--- src/rtl/fifo_arb_pkg.sv ---
// Shared definitions for the FIFO write-port arbiter: FSM encodings,
// default sizing and the burst counter width helper.
package fifo_arb_pkg;

   typedef enum logic [1:0] {
      ARB = 2'b00,
      GNT = 2'b01,
      REC = 2'b10
   } arb_state_t;

   localparam int DEF_NREQ      = 4;
   localparam int DEF_WIDTH     = 8;
   localparam int DEF_MAX_BURST = 4;

   // The counter must be able to hold MAX_BURST itself.
   function automatic int burst_width(input int max_burst);
      return $clog2(max_burst + 1);
   endfunction

endpackage

--- src/rtl/rr_pick.sv ---
// Combinational round-robin select: first eligible index at or above ptr,
// wrapping past NREQ-1 back to 0.
module rr_pick
   import fifo_arb_pkg::*;
#(
   parameter int NREQ = DEF_NREQ
) (
   input  logic [NREQ-1:0]         eligible,
   input  logic [$clog2(NREQ)-1:0] ptr,
   output logic [$clog2(NREQ)-1:0] winner,
   output logic                    valid
);

   localparam int PW = $clog2(NREQ);

   logic [2*NREQ-1:0] doubled;
   logic [NREQ-1:0]   rotated;
   int                sum;

   // Rotate so bit 0 is the ptr position; scanning downward lets the lowest offset win.
   always_comb begin
      doubled = {eligible, eligible} >> ptr;
      rotated = doubled[NREQ-1:0];
      winner  = '0;
      valid   = 1'b0;
      sum     = 0;
      for (int o = NREQ - 1; o >= 0; o--) begin
         if (rotated[o]) begin
            valid = 1'b1;
            sum   = int'(ptr) + o;
            if (sum >= NREQ) begin
               sum = sum - NREQ;
            end
            winner = PW'(sum);
         end
      end
   end

endmodule

--- src/rtl/fifo_wr_arbiter.sv ---
// Round-robin arbiter sharing one sync_fifo write port among NREQ requesters,
// with bounded bursts and a GNT/REC spacing of three cycles per word.
module fifo_wr_arbiter
   import fifo_arb_pkg::*;
#(
   parameter int NREQ      = DEF_NREQ,
   parameter int WIDTH     = DEF_WIDTH,
   parameter int MAX_BURST = DEF_MAX_BURST
) (
   input  logic                    clk,
   input  logic                    rst,
   input  logic [NREQ-1:0]         req,
   input  logic [NREQ*WIDTH-1:0]   data_in,
   input  logic [NREQ-1:0]         req_mask,
   input  logic                    fifo_full,
   output logic [NREQ-1:0]         gnt,
   output logic                    fifo_write_en,
   output logic [WIDTH-1:0]        fifo_data_in,
   output logic                    busy
);

   localparam int PW = $clog2(NREQ);
   localparam int BW = burst_width(MAX_BURST);

   arb_state_t       state, state_next;
   logic [PW-1:0]    ptr, last, rr_winner, win, ptr_next;
   logic [BW-1:0]    burst_cnt;
   logic [NREQ-1:0]  eligible, gnt_next;
   logic [WIDTH-1:0] win_data;
   logic             rr_valid, cont, do_grant;

   rr_pick #(.NREQ(NREQ)) u_rr_pick (
      .eligible (eligible),
      .ptr      (ptr),
      .winner   (rr_winner),
      .valid    (rr_valid)
   );

   // A burst continues only while the previous winner stays eligible and under the limit.
   always_comb begin
      eligible = req & req_mask;
      cont     = (burst_cnt != '0) && eligible[last] && (burst_cnt < BW'(MAX_BURST));
      do_grant = (state == ARB) && !fifo_full && rr_valid;
      win      = cont ? last : rr_winner;
      ptr_next = (rr_winner == PW'(NREQ - 1)) ? '0 : rr_winner + PW'(1);
      gnt_next = '0;
      win_data = '0;
      for (int i = 0; i < NREQ; i++) begin
         if (win == PW'(i)) begin
            gnt_next[i] = 1'b1;
            win_data    = data_in[i*WIDTH +: WIDTH];
         end
      end
   end

   always_comb begin
      state_next = ARB;
      case (state)
         ARB:     state_next = do_grant ? GNT : ARB;
         GNT:     state_next = REC;
         REC:     state_next = ARB;
         default: state_next = ARB;
      endcase
   end

   always_ff @(posedge clk or negedge rst) begin
      if (!rst) begin
         state         <= ARB;
         ptr           <= '0;
         last          <= '0;
         burst_cnt     <= '0;
         gnt           <= '0;
         fifo_write_en <= 1'b0;
         fifo_data_in  <= '0;
      end else begin
         state         <= state_next;
         gnt           <= '0;
         fifo_write_en <= 1'b0;
         fifo_data_in  <= '0;
         if (do_grant) begin
            gnt           <= gnt_next;
            fifo_write_en <= 1'b1;
            fifo_data_in  <= win_data;
            if (cont) begin
               burst_cnt <= burst_cnt + BW'(1);
            end else begin
               burst_cnt <= BW'(1);
               last      <= rr_winner;
               ptr       <= ptr_next;
            end
         end else if (state == ARB) begin
            burst_cnt <= '0;
         end
      end
   end

   assign busy = (state != ARB);

endmodule
--- config.mk ---
export PLATFORM = sky130hd
export DESIGN_NAME = fifo_wr_arbiter
export DESIGN_NICKNAME = d
export VERILOG_FILES = /design/src/rtl/fifo_arb_pkg.sv /design/src/rtl/rr_pick.sv /design/src/rtl/fifo_wr_arbiter.sv
export SDC_FILE = /design/constraint.sdc
export NUM_CORES = 1
export LEC_CHECK = 0
export BUFFER_PORTS_ARGS = -buffer_cell sky130_fd_sc_hd__buf_2
export CAP_MARGIN = 25
export CORE_AREA = 5 5 61 63
export DETAILED_ROUTE_END_ITERATION = 16
export DIE_AREA = 0 0 66 68
export MAX_ROUTING_LAYER = met4
export PLACE_DENSITY = 0.74
export SETUP_SLACK_MARGIN = 0.3
export SYNTH_ARGS = -nofsm -noshare
export SYNTH_HDL_FRONTEND = slang
export SYNTH_SLANG_ARGS = --single-unit
--- constraint.sdc ---
create_clock -name clk -period 1.7 [get_ports clk]
set_input_delay 0.085 -clock clk [delete_from_list [all_inputs] [get_ports clk]]
set_output_delay 0.085 -clock clk [all_outputs]
set_load 0.01 [all_outputs]
# Word level (Yosys, flattened, before mapping)

Cells that the tools add are included.

Output and inout bits: 14
Flip-flop bits (word level): 22
Input bits: 43
Logic and storage cells: 73

Multiplexer cells: 32
Equality and inequality tests: 5
Order comparisons: 6
Shift-type cells: 1
Bitwise operators: 2
Reductions and logical operators: 11
Add/sub/neg operators: 9

Operator list:

| operator            | number |
|---|---|
| $mux 8              | 5 |
| $mux 2              | 10 |
| $mux 1              | 11 |
| $ge 3x3->1 const B  | 3 |
| $mux 3              | 3 |
| $shr 8x2->4         | 1 |
| $sub 2x1->2 const B | 4 |
| $add 2x2->3 const B | 2 |
| $eq 2x2->1 const B  | 3 |
| $and 4x4->4         | 1 |
| $eq 2x1->1 const B  | 2 |
| $logic_and 1x1->1   | 4 |
| $logic_not 2->1     | 2 |
| $mux 4              | 1 |
| $pmux 2 s2          | 1 |
| $reduce_bool 2->1   | 2 |
| $add 2x1->3 const B | 1 |
| $add 3x1->3 const B | 1 |
| $ge 2x3->1 const B  | 1 |
| $lt 2x3->1 const B  | 1 |
| $lt 3x3->1 const B  | 1 |
| $reduce_bool 3->1   | 1 |
| $add 2x1->2 const B | 1 |
| $bmux 1 s2          | 1 |
| 3 further kinds     | 3 |

# Logic depth before layout (Yosys ltp)

Gate-level depths: netlist (run 1).

Depth after elaboration: 14
Mapped depth: 10
Gate-level depth less buffers: 8

# By module

A second synthesis (run 1) with hierarchy kept.

Cell total of the unflattened synthesis: 137
Area, all modules: 1366.3 µm²

Modules (own cells, without submodules):

| module          | instances | cells each | seq. area each (µm²) | area each (µm²) |
|---|---|---|---|---|
| fifo_wr_arbiter | 1         | 122        | 550.5                | 1288.7 |
| rr_pick         | 1         | 15         | 0.0                  | 77.6 |

# Least setup slack after synthesis (run 1)

No wires, ideal clock.

Path type: register -> register
From: register burst_cnt[0]
To: register fifo_data_in[1]
Library setup time: 0.132 ns
Cell stages (with the launch flop): 11
Path slack: -0.192 ns
Data arrival time: 1.759 ns
Data required time: 1.568 ns
Cells stage by stage: dfrtp_1 > inv_1 > ha_1 > nor2_1 > o211ai_2 > a21boi_4 > a32oi_1 > buf_6 > buf_12 > mux2i_1 > o22ai_1

Cells in the longest elaborated chain, start to end: 10
Elaborated cells between the ends (all ways): 14

RTL lines:

| element                                                            | RTL line              | source |
|---|---|---|
| start, declared                                                    | fifo_wr_arbiter.sv:27 | `logic [BW-1:0] burst_cnt;` |
| start signal, assigned                                             | fifo_wr_arbiter.sv:85 | `burst_cnt <= burst_cnt + BW'(1);` |
| parallel branches: the longest is 2 deep, another holds $lt 3x3->1 | -                     |  |
| $logic_and 1x1->1 *                                                | fifo_wr_arbiter.sv:42 | `cont = (burst_cnt != '0) && eligible[last] && (burst_cnt < BW'(MAX_BURST));` |
| $mux 2 *                                                           | -                     |  |
| $logic_not 2->1                                                    | fifo_wr_arbiter.sv:49 | `if (win == PW'(i)) begin` |
| $mux 8 (3 in a row)                                                | fifo_wr_arbiter.sv:49 |  |
| $mux 8 *                                                           | fifo_wr_arbiter.sv:49 |  |
| $mux 8 *                                                           | fifo_wr_arbiter.sv:80 | `if (do_grant) begin` |
| end signal, assigned                                               | fifo_wr_arbiter.sv:83 | `fifo_data_in <= win_data;` |
| end, declared                                                      | fifo_wr_arbiter.sv:18 | `output logic [WIDTH-1:0] fifo_data_in,` |

Every way passes the cells marked *.
A chain may end at the register's enable or synchronous reset.

# Final worst setup path (run 1)

From: register burst_cnt[1]
To: register fifo_data_in[2]

The elaborated chain is that of the path after synthesis.

==> results.yml, run 1 <==
grt:
  grt_max_degree: 23
  grt_pass1_wl_um: 5460
  grt_usage: 0.162
  grt_overflow_total: 0
  grt_pass1_vias: 1292
  antenna_found_initial: 0
final_layout:
  layoutNonFillerInstCount: 240
  drive_above_1_share: 0.603
  nFillCells: 268
  areaGrowthSynthToFinish_pct: 61.7
  num_antenna_cells: 0
  most-common-layout-cells: "55 x buf_2, 22 x dfrtp_1, 17 x buf_4"
  final_common_cell: "buf_2"
  nets: 240
power_and_ir_drop:
  p_leak_nw: 1.02
  power_frac_comb: 0.495
  seqPwrFrac: 0.353
  clkPwrFrac: 0.152
  p_sw_frac: 0.351
  internal_power_mw: 1.28
  power.density_nw_per_um2: 1010
  peakVddDrop_v: 0.000508
  switching_power_mw: 0.690
placement:
  port_buffers: 56
  dp_hpwl_um: 2520
  dp_cells: 226
  gp_congestion: 0.816
min_path:
  hold_class: "in -> reg"
logic_synthesis:
  postSynthNetCount: 155
  synth_compound_area_frac: 0.213
  avgSynthCellArea_um2: 10.9
  synth_top_family_by_area: "compound AO/OA/AOI/OAI gates"
  syn_inst: 110
  yosysTopAreaCell: "dfrtp_1"
  synth_top_cell_area_share: 0.459
  seq_area_frac_synth: 0.459
  synth_seq_cells: 22
  synth_flop_cell: "dfrtp_1"
  async_flop_share: 1.00
  synth_xor_area_frac: 0.00730
  yosys.area_share.adder: 0.0209
  synth_cell_types: 37
  yosys.area_share.simple: 0.120
  synth_area_um2: 1200
  ys_top_cells_by_area: "dfrtp_1 46%, mux2i_1 13%, o22ai_1 3.6%"
  synth_edf_count: 0
  synthMuxAreaShare: 0.135
  yosys_warnings: 0
timing:
  setup_viol: 13
  slew_viol_final: 0
  hold_slack_ns: 0.0345
  period_minus_slack_ns: 1.90
  rsz0062_at_grt: "yes"
  skew_ns: 0.00783
  hold_viol: 0
  timing.slew.headroom: 0.666
  worst_slew_pin_slew_ns: 0.502
  setup_ws_ns: -0.203
  fmax_mhz: 525
  period_share: 1.12
drt:
  ant_nets: 0
  num_vias: 1195
  route.detailed.drc: 0
  wl_um: 3520
  routed_via_density: 4.98
  drt-initial-drc-count: 84
  dr.pass1.iters: 4
  wl_per_cell_um: 14.7
clock_network:
  tritoncts: "yes"
  cts-root-buf: "clkbuf_4"
  clkTransAtPathRegs_ns: 0.13
  clkLatencyLatePin_ns: 0.32
  htree_levels: 1
  ctsLongestPathBuffers: 2
  cts_made_buffers: 3
  cts.sinks: 22
worst_setup_path:
  crit_chain: "inv_2 > ha_4 > nor2_4 > o211ai_2 > a21boi_4 > a32oi_4 > clkbuf_16 > mux2i_1 > o22ai_1"
  end_kind: "flop"
  cp_max_fo: 8
  worstSetupStartpointType: "flop"
  required_ns: 1.91
  crit_family: "compound AO/OA/AOI/OAI gates"
  crit_path_top_delay_cell: "dfrtp_1"
  cp_slowest_stage_delay_ns: 0.39
  critical_path_class: "reg -> reg"
  crit_arrival_ns: 2.11
  path_buf_inv: 2
status:
  failed_checks: "setup timing"
  status: "finished, violations left"
die:
  fp.dieH_um: 68
  rows: 21
  start_util: 0.377
  die_area_um2: 4490
  pin_count: 57
  die_w_um: 66
  core-area_um2: 3180
job:
  drv_cap: 0
-- power by group through the flow --
stage / clock network, mW / logic (mW) / registers (mW)
finish: 0.299 / 0.975 / 0.694
global route: 0.325 / 1.05 / 0.709
CTS: 0.298 / 0.811 / 0.695
detailed placement: 0 / 0.713 / 0.707
global placement: 0 / 0.683 / 0.701
floorplan: 0 / 0.422 / 0.712
-- cells by family after synthesis --
family / count (synthesis)
AO/OA/AOI/OAI: 32
adder cells (fa/ha/maj): 2
multiplexers: 16
XOR/XNOR: 1
flip-flops: 22
buffers and inverters: 8
AND/OR/NAND/NOR: 29
-- synthesized netlist by cell type, types with 2 or more instances --
master	count
mux2i_1	15
nand3_1	3
a211oi_2	2
a22o_1	2
nor2_1	7
ha_1	2
o21a_1	2
dfrtp_1	22
and3b_1	2
inv_1	5
o21ai_0	5
a21oi_1	3
o22ai_1	7
nand2_1	10
-- cell type report --
cell class | instances | area (µm²) | share of cell area
clock buffers | 4 | 36.3 | 0.0187
inverters | 5 | 23.8 | 0.0123
multi-input cells | 80 | 721 | 0.371
flip-flops and latches | 22 | 551 | 0.284
well taps | 46 | 57.6 | 0.0297
repair buffers | 83 | 552 | 0.284
-- path summary, 6_finish.rpt --
path	from	endpoint	slack (ns)	depth (start not counted)
worst max register to register	burst_cnt[1]	fifo_data_in[2]	-0.20	9
max in group asynchronous	rst	gnt[3]	1.09	2
min in group asynchronous	rst	state[1]	0.26	2
worst min register to register	state[0]	state[0]	0.59	2
worst min-delay path	data_in[25]	fifo_data_in[1]	0.03	3
worst max-delay path	burst_cnt[1]	fifo_data_in[2]	-0.20	9
-- what timing repair did --
action / 4_1_cts / 5_1_grt
gates resized for setup: 20 / 22
setup endpoints to repair: 20 / 20
pin swaps: 7 / 7
gates cloned: 0 / 1
hold buffers: 1 / 0
hold endpoints to repair: 22 / 0
setup buffers: 5 / 3
-- stage by stage --
| step | instance area [µm²] | setup WS (ns) | power (mW) | util | setup TNS, ns |
|---|---|---|---|---|---|
| 2_1_floorplan | 1220 | -0.148 | 1.13 | - | -0.903 |
| 3_3_place_gp | 1660 | -0.115 | 1.38 | 0.523 | -0.737 |
| 3_5_place_dp | 1660 | -0.195 | 1.42 | 0.523 | -1.41 |
| 4_1_cts | 1800 | -0.159 | 1.81 | 0.567 | -1.10 |
| 5_1_grt | 1940 | -0.280 | 2.08 | 0.610 | -2.83 |
| 6_report | 1940 | -0.203 | 1.97 | 0.610 | -1.76 |
-- tightest hold or removal path: stages --
cell and delay (ns):
buf_2 0.07, mux2i_1 0.06, o22ai_1 0.10
-- sequential cells by signal, summed over array words and instances (netlist names) --
register       flops
gnt                4
fifo_data_in       8
last               2
state              2
ptr                2
burst_cnt          3
fifo_write_en      1
-- per-layer routing --
layer,GRT usage,part of all wire,vias to the layer above
met2,0.265,0.50,59
met4,0.0787,0.016,0
met3,0.0427,0.077,8
met5,-,0,-
li1,-,-,575
met1,0.187,0.40,553
No activity file was read; power rests on OpenSTA's default activity.
==> run 2, diff against run 1 <==
--- a/config.mk
+++ b/config.mk
@@ -5,13 +5,14 @@
 export SDC_FILE = /design/constraint.sdc
 export NUM_CORES = 1
 export LEC_CHECK = 0
+export ABC_AREA = 1
 export BUFFER_PORTS_ARGS = -buffer_cell sky130_fd_sc_hd__buf_2
 export CAP_MARGIN = 25
-export CORE_AREA = 5 5 61 63
+export CORE_AREA = 5 5 65 67
 export DETAILED_ROUTE_END_ITERATION = 16
-export DIE_AREA = 0 0 66 68
+export DIE_AREA = 0 0 70 72
 export MAX_ROUTING_LAYER = met4
-export PLACE_DENSITY = 0.74
+export PLACE_DENSITY = 0.76
 export SETUP_SLACK_MARGIN = 0.3
 export SYNTH_ARGS = -nofsm -noshare
 export SYNTH_HDL_FRONTEND = slang
==> run 2 against run 1 <==
Compared with the run above: the run still ends with setup timing left; cell area grew 21%; clock skew is essentially flat; global-route usage grew 1.1 points; die area grew 12%; sequential cell count is the same; critical path type unchanged; largest cell class unchanged.
==> results.yml, run 2 <==
worst_setup_path:
  worst-r2r-setup-slack_ns: -0.28
  crit_path_top_delay_cell: "dfrtp_2"
  required_ns: 1.91
  worstSetupStartpointType: "flop"
  path_depth: 13
  cpMostUsedCell: "nand2_1"
  rr_startpoint: "ptr[0]"
  critical_path_class: "reg -> reg"
  end_kind: "flop"
  endpoint: "fifo_data_in[2]"
  crit_family: "simple AND/OR/NAND/NOR gates"
  startpoint: "ptr[0]"
  ff2ff_path_depth: 13
  path_buf_inv: 1
  crit_arrival_ns: 2.19
  r2r-end: "fifo_data_in[2]"
  cp_max_fo: 7
  crit_chain: "clkinv_4 > nand2_4 > nand2_1 > nand2_1 > nand3_1 > o21ai_2 > nand2_2 > nand3_4 > nand3_4 > nand2_4 > nor2_1 > nand2_1 > nand2_1"
  cp_slowest_stage_delay_ns: 0.49
final_layout:
  num_antenna_cells: 0
  nets: 339
  final_core_util: 0.659
  nFillCells: 297
  most-common-layout-cells: "56 x buf_2, 39 x nand2_1, 24 x nand3_1"
  largest_register_ffs: 8
  drive_above_1_share: 0.510
  areaGrowthSynthToFinish_pct: 56.1
  final_common_cell: "buf_2"
  design_area_um2: 2360
  reg_top3: "fifo_data_in (8), gnt (4), burst_cnt (3)"
  regMostFlops: "fifo_data_in"
power_and_ir_drop:
  power.density_nw_per_um2: 2350
  peakVddDrop_v: 0.00167
  p_total_mw: 5.55
  p_leak_nw: 1.30
die:
  die_w_um: 70
  start_util: 0.422
  pin_count: 57
  rows: 22
  fp.dieH_um: 72
  die_area_um2: 5040
  core-area_um2: 3580
drt:
  routed_via_density: 5.00
  num_vias: 1701
  drt-initial-drc-count: 139
  wl_per_cell_um: 14.3
  dr.pass1.iters: 7
  wl_um: 4880
  ant_nets: 0
  route.detailed.drc: 0
grt:
  grt_pass1_wl_um: 6980
  grt_overflow_total: 0
  grt_max_degree: 23
  antenna_found_initial: 0
  grt_pass1_vias: 1573
  grt_usage: 0.173
logic_synthesis:
  synth_cell_types: 30
  ys_top_cells_by_area: "dfrtp_1 36%, nand2_1 13%, nand3_1 9.9%"
  synth_area_um2: 1510
  synthMostInstantiatedCell: "nand2_1"
  yosysTopAreaCell: "dfrtp_1"
  yosys_warnings: 0
  postSynthNetCount: 246
  avgSynthCellArea_um2: 7.51
  synth_top_cell_area_share: 0.365
  synth_edf_count: 0
  synthTopCellsByCount: "54 x nand2_1, 30 x nand3_1, 22 x dfrtp_1"
  async_flop_share: 1.00
  syn_inst: 201
  seq_area_frac_synth: 0.365
  synth_flop_cell: "dfrtp_1"
  synth_seq_cells: 22
timing:
  period_minus_slack_ns: 1.98
  hold_viol: 0
  slew_viol_final: 0
  worst_slew_pin_slew_ns: 0.503
  timing.setup.tns_ns: -2.77
  rsz0062_at_grt: "yes"
  setup_ws_ns: -0.277
  skew_ns: 0.00754
  timing.slew.headroom: 0.664
  period_share: 1.16
  setup_viol: 17
  fmax_mhz: 506
clock_network:
  ctsLongestPathBuffers: 2
  tritoncts: "yes"
  cts-root-buf: "clkbuf_4"
  cts.sinks: 22
  cts_made_buffers: 3
  clkLatencyLatePin_ns: 0.31
  htree_levels: 1
  clkTransAtPathRegs_ns: 0.13
status:
  failed_checks: "setup timing"
  status: "finished, violations left"
min_path:
  hold_class: "in -> reg"
placement:
  gp_congestion: 0.845
  postPlaceCellArea_um2: 1960
  dp_hpwl_um: 3120
  port_buffers: 56
job:
  drv_cap: 0
-- run 2: cell count changes after synthesis, sizes merged, moves of 13 or more --
cell / previous run / this run
nand2: 10 / 66
mux2i: 15 / 0
inv: 5 / 22
nand3: 3 / 36
nor2: 7 / 20
-- run 2: worst min-delay path by stage --
stage                 from  cells past startpoint              end
2_1_floorplan          rst                      0     burst_cnt[0]
3_3_place_gp           rst                      1  fifo_data_in[2]
3_5_place_dp           rst                      1  fifo_data_in[2]
4_1_cts        data_in[30]                      3  fifo_data_in[6]
5_1_grt        data_in[22]                      5  fifo_data_in[6]
6_report       data_in[22]                      5  fifo_data_in[6]
-- run 2: through the flow --
step / instances / setup WS, ns / hold slack (ns)
global placement: 319 / -0.150 / 0.0748
finish: 340 / -0.277 / 0.0983
floorplan: 201 / 0.0697 / -0.211
detailed placement: 319 / -0.190 / 0.0774
CTS: 335 / -0.0948 / 0.000814
global route: 340 / -0.397 / 0.149
-- run 2: cells by family (layout without fill, tap and decap cells) --
kind of cell / after synthesis / count (layout) / share of synthesized area
AO/OA/AOI/OAI: 17 / 17 / 0.0721
XOR/XNOR: 2 / 2 / 0.0116
adder cells (fa/ha/maj): 2 / 2 / 0.0166
buffers and inverters: 28 / 119 / 0.0944
flip-flops: 22 / 22 / 0.365
AND/OR/NAND/NOR: 130 / 130 / 0.441
-- run 2: worst min-delay path, stage by stage --
cell and delay, ns:
buf_2 0.07, nor2_1 0.03, nor2_1 0.09, nand2_1 0.06, nand2_1 0.05
-- run 2: layout make-up --
cell class                      count  area (µm²)  area share
Multi-Input combinational cell    151        1020       0.431
Timing Repair Buffer               94         619       0.263
Sequential cell                    22         552       0.234
Inverter                           22        87.6      0.0372
Tap cell                           48        60.1      0.0255
Clock buffer                        3        22.5     0.00955
-- run 2: repair_timing --
item,4_1_cts,5_1_grt
endpoints found under the hold margin,29,1
cloned,1,0
pin swaps,12,20
resized for setup,11,43
setup buffers,4,4
hold buffers,8,1
endpoints found under the setup margin,21,20
-- run 2: metal layers --
layer / track usage / vias up / wire (µm) / share of wire
met2: 0.283 / 56 / 2600 / 0.53
li1: - / 832 / - / -
met4: 0.0553 / 0 / 119 / 0.024
met3: 0.0319 / 12 / 267 / 0.055
met5: - / - / 0 / 0
met1: 0.218 / 801 / 1890 / 0.39
-- run 2: power by group --
| part | internal, mW | switching (mW) |
|---|---|---|
| Clock | 0.0828 | 0.165 |
| Sequential | 0.719 | 0.101 |
| Combinational | 1.88 | 2.60 |
| Total | 2.68 | 2.87 |
==> run 3, diff against run 2 <==
--- a/config.mk
+++ b/config.mk
@@ -8,12 +8,15 @@
 export ABC_AREA = 1
 export BUFFER_PORTS_ARGS = -buffer_cell sky130_fd_sc_hd__buf_2
 export CAP_MARGIN = 25
-export CORE_AREA = 5 5 65 67
+export CELL_PAD_IN_SITES_DETAIL_PLACEMENT = 1
+export CELL_PAD_IN_SITES_GLOBAL_PLACEMENT = 1
+export CORE_AREA = 5 5 76 78
 export DETAILED_ROUTE_END_ITERATION = 16
-export DIE_AREA = 0 0 70 72
+export DIE_AREA = 0 0 81 83
 export MAX_ROUTING_LAYER = met4
-export PLACE_DENSITY = 0.76
+export PLACE_DENSITY = 0.77
 export SETUP_SLACK_MARGIN = 0.3
 export SYNTH_ARGS = -nofsm -noshare
 export SYNTH_HDL_FRONTEND = slang
 export SYNTH_SLANG_ARGS = --single-unit
+export TNS_END_PERCENT = 20
==> run 3 against run 2 <==
Compared with the run above: clock-buffer cell count stayed put; sequential power is 1% higher; highest routed layer unchanged; the flow still finishes with violations (setup timing); critical path depth stayed put; die area is 33% higher; global-route usage is 0.51 points higher.
==> results.yml, run 3 (synthesized netlist as in run 2, its figures left out) <==
status:
  status: "finished, violations left"
  failed_checks: "setup timing"
grt:
  use_met3: 0.0152
  grt_max_degree: 23
  grt_usage: 0.178
  top_usage_layer: "met2"
  grt_overflow_total: 0
  grt_pass1_wl_um: 9180
  met2_usage: 0.329
  grtUsageMet1: 0.204
  antenna_found_initial: 0
  grt_pass1_vias: 1897
die:
  rows: 26
  fp.dieH_um: 83
  die_w_um: 81
  core-area_um2: 5010
  start_util: 0.301
  die_area_um2: 6720
  pin_count: 57
worst_setup_path:
  cp_max_fo: 7
  crit_path_top_delay_cell: "dfrtp_2"
  cpMostUsedCell: "buf_4"
  critical_path_class: "reg -> reg"
  crit_family: "buffers and inverters"
  crit_chain: "clkinv_4 > buf_6 > buf_4 > buf_4 > nand2_2 > inv_2 > nand2_2 > nand3_2 > nand2_4 > nand3_4 > buf_4 > buf_4 > nor2_1"
  path_buf_inv: 7
  rr_startpoint: "ptr[0]"
  ff2ff_path_depth: 13
  required_ns: 1.91
  cp_slowest_stage_delay_ns: 0.48
  end_kind: "flop"
  r2r-end: "gnt[2]"
  worst-r2r-setup-slack_ns: -0.30
  worstSetupStartpointType: "flop"
  crit_arrival_ns: 2.21
clock_network:
  cts_made_buffers: 3
  clkTransAtPathRegs_ns: 0.09
  clkLatencyLatePin_ns: 0.27
  tritoncts: "yes"
  ctsLongestPathBuffers: 2
  htree_levels: 1
  cts-root-buf: "clkbuf_8"
  cts.sinks: 22
drt:
  ant_nets: 0
  num_vias: 1761
  wl_um: 6620
  wl_per_cell_um: 18.1
  dr.pass1.iters: 4
  routed_via_density: 4.82
  drt-initial-drc-count: 59
  route.detailed.drc: 0
timing:
  timing.slew.headroom: 0.643
  timing.setup.tns_ns: -3.80
  period_minus_slack_ns: 2.00
  setup_ws_ns: -0.305
  slew_viol_final: 0
  skew_ns: 0.00115
  worst_slew_pin_slew_ns: 0.536
  hold_slack_ns: 0.0138
  setup_viol: 18
  fmax_mhz: 499
  period_share: 1.18
  rsz0062_at_grt: "yes"
  hold_viol: 0
final_layout:
  final_common_cell: "buf_2"
  areaGrowthSynthToFinish_pct: 65.5
  drive_above_1_share: 0.607
  reg_top3: "fifo_data_in (8), gnt (4), burst_cnt (3)"
  regMostFlops: "fifo_data_in"
  largest_register_ffs: 8
  layoutNonFillerInstCount: 365
  final_core_util: 0.499
  design_area_um2: 2500
  num_antenna_cells: 0
  most-common-layout-cells: "56 x buf_2, 33 x nand2_1, 31 x buf_4"
  nets: 342
placement:
  port_buffers: 56
  dp_cells: 347
  dp_hpwl_um: 4200
  gp_congestion: 0.839
  postPlaceCellArea_um2: 2040
  dpl_worst_slack_ns: -0.251
power_and_ir_drop:
  p_leak_nw: 1.34
  peakVddDrop_v: 0.000892
  p_total_mw: 6.55
  power.density_nw_per_um2: 2620
min_path:
  hold_end: "state[0]"
  hold_class: "in -> reg"
  min_from: "fifo_full"
  holdPathStages: 2
job:
  drv_cap: 0
## run 3: cell count changes in the layout (fill, tap and decap cells not counted), sizes merged
cell         before  now
buf              85   95
dlygate4sd3       9    1
nand2            66   67
## run 3: power by group
group	leakage (nW)	internal [mW]	switching, mW	total [mW]
clock	0.0216	0.159	0.191	0.350
sequential	0.289	0.721	0.109	0.830
combinational	1.03	2.26	3.11	5.37
## run 3: how the worst max path moves through the flow
stage / cells past startpoint / end / slack (ns) / start
2_1_floorplan: 16 / fifo_data_in[3] / 0.07 / ptr[0]
3_3_place_gp: 12 / last[0] / -0.19 / ptr[0]
3_5_place_dp: 14 / fifo_data_in[2] / -0.25 / ptr[0]
4_1_cts: 15 / fifo_data_in[6] / -0.16 / ptr[0]
5_1_grt: 14 / fifo_data_in[2] / -0.41 / ptr[0]
6_report: 13 / gnt[2] / -0.30 / ptr[0]
## run 3: worst reg2reg max path, stage by stage (launching register included)
cell      delay [ns]
dfrtp_2         0.48
clkinv_4        0.13
buf_6           0.13
buf_4           0.12
buf_4           0.14
nand2_2         0.08
inv_2           0.04
nand2_2         0.08
nand3_2         0.10
nand2_4         0.13
nand3_4         0.14
buf_4           0.17
buf_4           0.12
nor2_1          0.07
## run 3: what timing repair did
item / in CTS / in global routing
hold buffers: 1 / 0
endpoints found under the setup margin: 21 / 21
pin swaps: 16 / 31
gates resized for setup: 30 / 50
hold endpoints to repair: 22 / 0
gates cloned: 0 / 1
buffers inserted: 7 / 6
## run 3: area by class of cell
class	instances	area, µm²
fillers	629	2510
flip-flops and latches	22	552
well taps	70	87.6
clock buffers	3	41.3
inverters	22	87.6
repair buffers	96	622
multi-input cells	152	1110
## run 3: metal layers
layer / share of wire / vias up
li1: - / 843
met1: 0.39 / 851
met2: 0.55 / 52
met3: 0.032 / 15
met4: 0.023 / 0
met5: 0 / -
